$ cat config.mk
export PLATFORM = sky130hd
export DESIGN_NAME = alu_share_arbiter
export DESIGN_NICKNAME = d
export VERILOG_FILES = /design/src/rtl/alu_share_arbiter.sv
export SDC_FILE = /design/constraint.sdc
export NUM_CORES = 1
export LEC_CHECK = 0
export CAP_MARGIN = 20
export CORE_ASPECT_RATIO = 1.75
export CORE_MARGIN = 1.5
export CORE_UTILIZATION = 25
export CTS_CLUSTER_SIZE = 24
export DETAILED_ROUTE_END_ITERATION = 8
export PLACE_DENSITY = 0.62
export SETUP_SLACK_MARGIN = 0.02
export SYNTH_ARGS = -nofsm -noshare
export SYNTH_HDL_FRONTEND = slang
export SYNTH_SLANG_ARGS = --single-unit
$ cat constraint.sdc
create_clock -name clk -period 4.33 [get_ports clk]
set_input_delay 0.866 -clock clk [delete_from_list [all_inputs] [get_ports clk]]
set_output_delay 0.866 -clock clk [all_outputs]
set_load 0.005 [all_outputs]
$ cat src/rtl/alu_share_arbiter.sv
// Round-robin arbiter that time-shares one combinational ALU between two requesters.
// Operands are registered into the ALU, and the result is registered and returned on the owner's response channel.
module alu_share_arbiter #(
  parameter int WIDTH     = 32,
  parameter int FUN_W     = 6,
  parameter bit PRIO_INIT = 1'b0
) (
  input  logic             clk,
  input  logic             reset,
  input  logic             req0_valid,
  output logic             req0_ready,
  input  logic [WIDTH-1:0] req0_a,
  input  logic [WIDTH-1:0] req0_b,
  input  logic [FUN_W-1:0] req0_fun,
  input  logic             req0_sign,
  input  logic             req1_valid,
  output logic             req1_ready,
  input  logic [WIDTH-1:0] req1_a,
  input  logic [WIDTH-1:0] req1_b,
  input  logic [FUN_W-1:0] req1_fun,
  input  logic             req1_sign,
  output logic             resp0_valid,
  input  logic             resp0_ready,
  output logic [WIDTH-1:0] resp0_data,
  output logic             resp1_valid,
  input  logic             resp1_ready,
  output logic [WIDTH-1:0] resp1_data,
  output logic [WIDTH-1:0] alu_A,
  output logic [WIDTH-1:0] alu_B,
  output logic [FUN_W-1:0] alu_ALUFun,
  output logic             alu_Sign,
  input  logic [WIDTH-1:0] alu_S,
  output logic             busy
);

  typedef enum logic [1:0] {
    IDLE  = 2'd0,
    ISSUE = 2'd1,
    RESP  = 2'd2
  } state_e;

  state_e             state_q, state_d;
  logic               owner_q, owner_d;
  logic               prio_q, prio_d;
  logic [WIDTH-1:0]   a_q, a_d, b_q, b_d;
  logic [FUN_W-1:0]   fun_q, fun_d;
  logic               sign_q, sign_d;
  logic [WIDTH-1:0]   data0_q, data0_d, data1_q, data1_d;
  logic               grant_vld, grant_idx, resp_hs;

  // Grants are held off while reset is asserted.
  // A request accepted then could not be latched and would be silently lost.
  always_comb begin
    grant_vld = 1'b0;
    grant_idx = prio_q;
    if (state_q == IDLE && !reset) begin
      if (prio_q ? req1_valid : req0_valid) begin
        grant_vld = 1'b1;
        grant_idx = prio_q;
      end else if (prio_q ? req0_valid : req1_valid) begin
        grant_vld = 1'b1;
        grant_idx = ~prio_q;
      end
    end
  end

  assign resp_hs = owner_q ? resp1_ready : resp0_ready;

  always_comb begin
    // NOTE: every variable gets a default first so no path through the case infers a latch.
    state_d = state_q;
    owner_d = owner_q;
    prio_d  = prio_q;
    a_d     = a_q;
    b_d     = b_q;
    fun_d   = fun_q;
    sign_d  = sign_q;
    data0_d = data0_q;
    data1_d = data1_q;
    unique case (state_q)
      IDLE: begin
        if (grant_vld) begin
          a_d     = grant_idx ? req1_a    : req0_a;
          b_d     = grant_idx ? req1_b    : req0_b;
          fun_d   = grant_idx ? req1_fun  : req0_fun;
          sign_d  = grant_idx ? req1_sign : req0_sign;
          owner_d = grant_idx;
          prio_d  = ~grant_idx;
          state_d = ISSUE;
        end
      end
      ISSUE: begin
        if (owner_q) data1_d = alu_S;
        else         data0_d = alu_S;
        state_d = RESP;
      end
      RESP: begin
        if (resp_hs) state_d = IDLE;
      end
      default: state_d = IDLE;
    endcase
  end

  // NOTE: sequential state uses non-blocking assignments only, so every register samples pre-edge values.
  always_ff @(posedge clk or posedge reset) begin
    if (reset) begin
      state_q <= IDLE;
      owner_q <= 1'b0;
      prio_q  <= PRIO_INIT;
      a_q     <= '0;
      b_q     <= '0;
      fun_q   <= '0;
      sign_q  <= 1'b0;
      data0_q <= '0;
      data1_q <= '0;
    end else begin
      state_q <= state_d;
      owner_q <= owner_d;
      prio_q  <= prio_d;
      a_q     <= a_d;
      b_q     <= b_d;
      fun_q   <= fun_d;
      sign_q  <= sign_d;
      data0_q <= data0_d;
      data1_q <= data1_d;
    end
  end

  assign req0_ready  = grant_vld & ~grant_idx;
  assign req1_ready  = grant_vld &  grant_idx;
  assign resp0_valid = (state_q == RESP) & ~owner_q;
  assign resp1_valid = (state_q == RESP) &  owner_q;
  assign resp0_data  = data0_q;
  assign resp1_data  = data1_q;
  assign alu_A       = a_q;
  assign alu_B       = b_q;
  assign alu_ALUFun  = fun_q;
  assign alu_Sign    = sign_q;
  assign busy        = (state_q != IDLE);

endmodule
==> out/results.txt, run 1 <==
Clock Skews: 0.0122 ns
sequential area share after synthesis: 58.1%
vias in the first global route: 5,433
Slew @ Worst Pin: 1.05 ns
post-route antenna net violation count: 0
first-pass GRT wire length: 32.3 mm
CTS resizes: 0
initial antenna violation count: 1
TritonCTS clock tree: done
Synth Warn #: 0
unrepaired setup endpoints after global routing: false
Final WS setup: 0.878 ns
Crit Path Category: in -> out
TritonCTS buffer count: 17
cell count after synthesis: 484
Logic pwr share: 42.2%
Hold EP: resp1_data[30]$_DFFE_PP0P_
Pwr per Cell Area: 665 nW/um^2
Int Pwr: 4.73 mW
nets: 963
pin count of the biggest net entering global routing: 140
Post-CTS Setup Repair Bufs: 0
Final setup viols: 0
GRT overflow: 0
Post-Syn Area: 5980 sq um
Synth area leader: dfrtp_1
drt pass-1 iters: 4
placer congestion estimate: 0.798
Post-CTS Hold Buffers: 0
DRT iter0 DRCs: 306
Startpoint Class: input port
setup TNS: 0 ns
CP Data Required Time: 3.46 ns
Die X: 120 microns
worst reg2reg path depth: 4
synth top area cells: dfrtp_1 (58%), a221o_1 (12%), mux2_2 (12%), nor3_1 (5.9%), nand2_1 (4.5%)
root buffer cell: clkbuf_16
Sw Share: 28.6%
final period utilization: 79.7%
most frequent cells in the layout: clkdlybuf4s50_1 (318), dfrtp_1 (139), nand2_1 (72)
area grow syn2layout: 66.6%
Final Routed Wirelength: 20.9 mm
row count: 74
max-cap violations: 0
Hold Startpoint: resp1_data[30]$_DFFE_PP0P_
H-tree levels: 4
crit path time final: 3.45 ns
multi-input logic area: 2220 sq um
clock transition at the registers of the reported paths: 0.06 ns
Post-Syn Nets: 664
die height: 208 microns
Cell variety after synth: 24
Tot Pwr: 6.63 mW
Fillers: 2,249
most common cell after layout, fill and taps aside: clkdlybuf4s50_1
I/O Buffers: 319
core area: 23,400 sq um
status: finished clean
Slew Limit Fails: 0
Hold Path Cell Cnt: 1
share of cells above drive strength 1: 14.3%
Routed WL per cell: 19.0 microns
register share of total power: 34.6%
worst slack, placed: 0.892 ns
total net switching power: 1.89 mW
top cell type's share of synthesized area: 58.1%
reg2reg setup slack: 2.25 ns
Avg Cell Area, Syn: 12.4 sq um
clock share of power: 23.2%
vias per cell: 4.72
FF-to-FF End: alu_A[13]$_DFFE_PP0P_
number of remaining DRC errors: 0
CP endpoint kind: output pin
Clock Tree Buf Depth: 2
hpwl dp: 14.4 mm
FF-to-FF Start: state_q[0]$_DFFE_PP0P_
register area: 3480 sq um
Worst EP arrival: 2.59 ns
Overall Global Routing Usage: 16.9%
Final Hold Viols: 0
DR vias: 5,202
VDD IR-drop max: 0.723 mV
latest clock arrival within the worst-skew pair: 0.43 ns
maximum clock rate: 0.290 GHz
Die ar.: 24,900 sq um
CTS Sinks: 139
WHS: 0.501 ns
leak pwr: 4.06 nW
Final Core Density: 42.6%
Initial Utilization: 25.5%
Seq cells post-synth: 139
worst-path maximum fanout: 3
relative slew slack: 30.1%
min-delay worst type: reg -> reg
io pins: 320
[layer usage]
layer / vias up / global-route usage (%) / routed length (microns)
li1: 2388 / - / -
met1: 2572 / 19.1 / 7880
met2: 211 / 30.3 / 11300
met3: 31 / 4.15 / 1200
met4: 0 / 6.73 / 514
met5: - / 0 / 0
[sequential cells by signal, indices dropped and copies added (netlist names)]
| register | flops |
|---|---|
| alu_ALUFun | 6 |
| resp0_data | 32 |
| alu_B | 32 |
| resp1_data | 32 |
| owner_q | 1 |
| state_q | 2 |
| alu_A | 32 |
| prio_q | 1 |
| alu_Sign | 1 |
[critical path, stage by stage]
cell and delay (ns):
clkdlybuf4s50_1 0.48, or3_2 0.48, nor3b_4 0.21, clkdlybuf4s50_1 0.54
[power groups by stage]
stage                     Combinational [mW]  Clock [mW]  Sequential (mW)
final                                   2.80        1.54             2.29
after global routing                    2.98        1.65             2.37
after CTS                               2.85        1.59             2.30
after detailed placement                2.85           0             2.30
after global placement                  2.81           0             2.29
after floorplan                         1.08           0             2.33
[cells in the mapped netlist, drive strengths merged]
library cell	instances
a21o	2
a221o	71
and3	1
buf	36
clkbuf	11
dfrtp	139
inv	3
mux2	65
nand2	72
nand2b	2
nor2	3
nor2b	1
nor3	72
nor3b	1
o21ai	2
or2	2
or3	1
[metrics by stage]
| stage | std cells | instance area (sq um) |
|---|---|---|
| 2_1_floorplan | 484 | 5990 |
| 3_3_place_gp | 1068 | 9350 |
| 3_5_place_dp | 1068 | 9350 |
| 4_1_cts | 1099 | 9960 |
| 5_1_grt | 1099 | 9960 |
| 6_report | 1101 | 9970 |
[area by class of cell]
cell class              instances  share of cell area, %
clock buffers                  19                   4.44
repair buffers                327                   32.7
multi-input cells             295                   22.2
diodes                          2                 0.0502
well taps                     304                   3.82
inverters                       3                  0.151
flip-flops and latches        139                   34.9
clock inverters                12                   1.71
[worst max-delay path by stage]
stage | startpoint | slack [ns] | cells past startpoint | to
6_report | reset | 0.88 | 4 | req1_ready
5_1_grt | reset | 0.86 | 4 | req1_ready
4_1_cts | reset | 0.89 | 4 | req1_ready
3_5_place_dp | reset | 0.89 | 4 | req1_ready
3_3_place_gp | reset | 0.89 | 4 | req1_ready
2_1_floorplan | reset | 1.73 | 1 | alu_ALUFun[0]$_DFFE_PP0P_
[cells by family (layout without fill, tap and decap cells)]
kind of cell	Yosys count	in the layout	synth area share, %
AND/OR/NAND/NOR	155	155	11.9
flip-flops	139	139	58.1
multiplexers	65	65	12.4
other	0	2	0
AO/OA/AOI/OAI	75	75	12.3
buffers and inverters	50	361	5.29
No activity file was read; power rests on OpenSTA's default activity.
==> run 2, diff against run 1 <==
==> constraint.sdc (replaced) <==
create_clock -name clk -period 3.15 [get_ports clk]
set_input_delay 0.63 -clock clk [delete_from_list [all_inputs] [get_ports clk]]
set_output_delay 0.63 -clock clk [all_outputs]
set_load 0.005 [all_outputs]
==> run 2 against run 1 <==
Against the previous run:
- total power increased by 39%
- hold slack better by 0.0015 ns
- worst setup slack got worse by 0.62 ns
- critical path depth is the same
==> out/results.txt, run 2 (synthesis gave the netlist of run 1 again) <==
Die X: 120 microns
Startpoint Class: input port
relative slew slack: 42.0%
min-delay worst type: reg -> reg
final period utilization: 91.8%
drt pass-1 iters: 4
Slew Limit Fails: 0
core area: 23,400 sq um
CP endpoint kind: output pin
Placed Cells: 1,070
maximum clock rate: 0.346 GHz
placer congestion estimate: 0.809
most common cell after layout, fill and taps aside: clkdlybuf4s50_1
Hold Path Cell Cnt: 1
clock transition at the registers of the reported paths: 0.06 ns
multi-input logic area: 2220 sq um
Overall Global Routing Usage: 17.1%
most frequent cells in the layout: clkdlybuf4s50_1 (318), dfrtp_1 (139), nand2_1 (72)
CP Data Required Time: 2.52 ns
I/O Buffers: 319
pin count of the biggest net entering global routing: 140
TritonCTS buffer count: 17
register share of total power: 34.2%
row count: 74
area grow syn2layout: 67.6%
Final Core Density: 42.8%
Post-CTS Hold Buffers: 0
crit path time final: 2.89 ns
slowest stage delay, CP: 0.54 ns
unrepaired setup endpoints after global routing: false
Routed WL per cell: 19.2 microns
Worst EP arrival: 2.26 ns
Final Routed Wirelength: 21.1 mm
CP top delay family: buffers and inverters
WP depth: 4
Crit Path Category: in -> out
Initial Utilization: 25.5%
reg2reg setup slack: 1.11 ns
Logic pwr share: 41.8%
nets: 965
crit-path cells: clkdlybuf4s50_1 -> or3_2 -> nor3b_4 -> clkdlybuf4s50_1
worst reg2reg path depth: 4
Post-CTS Setup Repair Bufs: 0
most frequent CP cell: clkdlybuf4s50_1
Non-Filler Instances: 1,103
Clock Tree Buf Depth: 2
H-tree levels: 4
number of remaining DRC errors: 0
post-route antenna net violation count: 0
latest clock arrival within the worst-skew pair: 0.42 ns
initial antenna violation count: 3
VDD IR-drop max: 0.567 mV
max-cap violations: 0
Sw Share: 28.4%
setup TNS: 0 ns
root buffer cell: clkbuf_16
GRT overflow: 0
slowest CP cell: clkdlybuf4s50_1
share of cells above drive strength 1: 14.5%
Fillers: 2,258
leak pwr: 4.08 nW
status: finished clean
CTS resizes: 0
clock share of power: 24.0%
total net switching power: 2.62 mW
Finished Cell Area: 10,000 sq um
die height: 208 microns
TritonCTS clock tree: done
vias per cell: 4.71
Int Pwr: 6.59 mW
io pins: 320
Crit path buffers/inverters: 2
CTS Sinks: 139
Slew @ Worst Pin: 0.870 ns
DP Area: 9380 sq um
DR vias: 5,199
first-pass GRT wire length: 32.4 mm
worst-path maximum fanout: 2
vias in the first global route: 5,459
Pwr per Cell Area: 919 nW/um^2
Final Hold Viols: 0
Tot Pwr: 9.21 mW
hpwl dp: 14.3 mm
Clock Skews: 0.00988 ns
Die ar.: 24,900 sq um
register area: 3480 sq um
Final setup viols: 0
DRT iter0 DRCs: 258
run 2: cell count changes in the layout (fill, tap and decap cells not counted):
cell / delta
diode_2: -1
clkbuf_1: +1
clkinvlp_4: +1
buf_12: +1
clkbuf_8: +3
buf_4: +1
clkinv_2: -4
run 2: worst reg2reg max path: cells and delay by family (launching register included):
| family | cells | cell delay [ns] |
|---|---|---|
| buffers and inverters | 1 | 0.68 |
| AND/OR/NAND/NOR | 2 | 0.56 |
| flip-flops | 1 | 0.43 |
| AO/OA/AOI/OAI | 1 | 0.30 |
run 2: worst paths after layout:
path                                             from                    endpoint
max in group asynchronous                       reset  resp1_data[13]$_DFFE_PP0P_
min in group asynchronous                       reset        alu_A[3]$_DFFE_PP0P_
max reg2reg                    state_q[0]$_DFFE_PP0P_       alu_A[13]$_DFFE_PP0P_
max                                             reset                  req1_ready
min reg2reg                resp0_data[12]$_DFFE_PP0P_  resp0_data[12]$_DFFE_PP0P_
min                        resp0_data[12]$_DFFE_PP0P_  resp0_data[12]$_DFFE_PP0P_
run 2: metrics by stage:
step / setup WS (ns) / hold WS [ns]
floorplan: 0.785 / 0.472
global placement: 0.274 / 0.487
detailed placement: 0.261 / 0.494
CTS: 0.254 / 0.507
global route: 0.189 / 0.509
finish: 0.258 / 0.502
run 2: layout make-up:
class | instances | area share (%)
tap | 304 | 3.79
inverter | 3 | 0.150
timing repair buffer | 329 | 32.8
antenna | 1 | 0.0250
clock buffer | 23 | 4.87
sequential | 139 | 34.7
multi-input combinational | 295 | 22.1
clock inverter | 9 | 1.57
run 2: per-layer routing:
metal	vias up	part of all wire, %	global-route usage [%]	routed length, microns
met5	-	0.11	0	23
met4	4	2.7	7.10	562
met3	33	5.4	4.23	1140
met2	198	53	30.5	11300
met1	2571	39	19.2	8150
li1	2393	-	-	-
run 2: power by group through the flow:
stage / registers [mW] / logic, mW / clock network, mW
6_report: 3.15 / 3.85 / 2.21
3_3_place_gp: 3.15 / 3.88 / 0
2_1_floorplan: 3.20 / 1.49 / 0
4_1_cts: 3.16 / 3.93 / 2.29
5_1_grt: 3.27 / 4.11 / 2.37
3_5_place_dp: 3.17 / 3.92 / 0
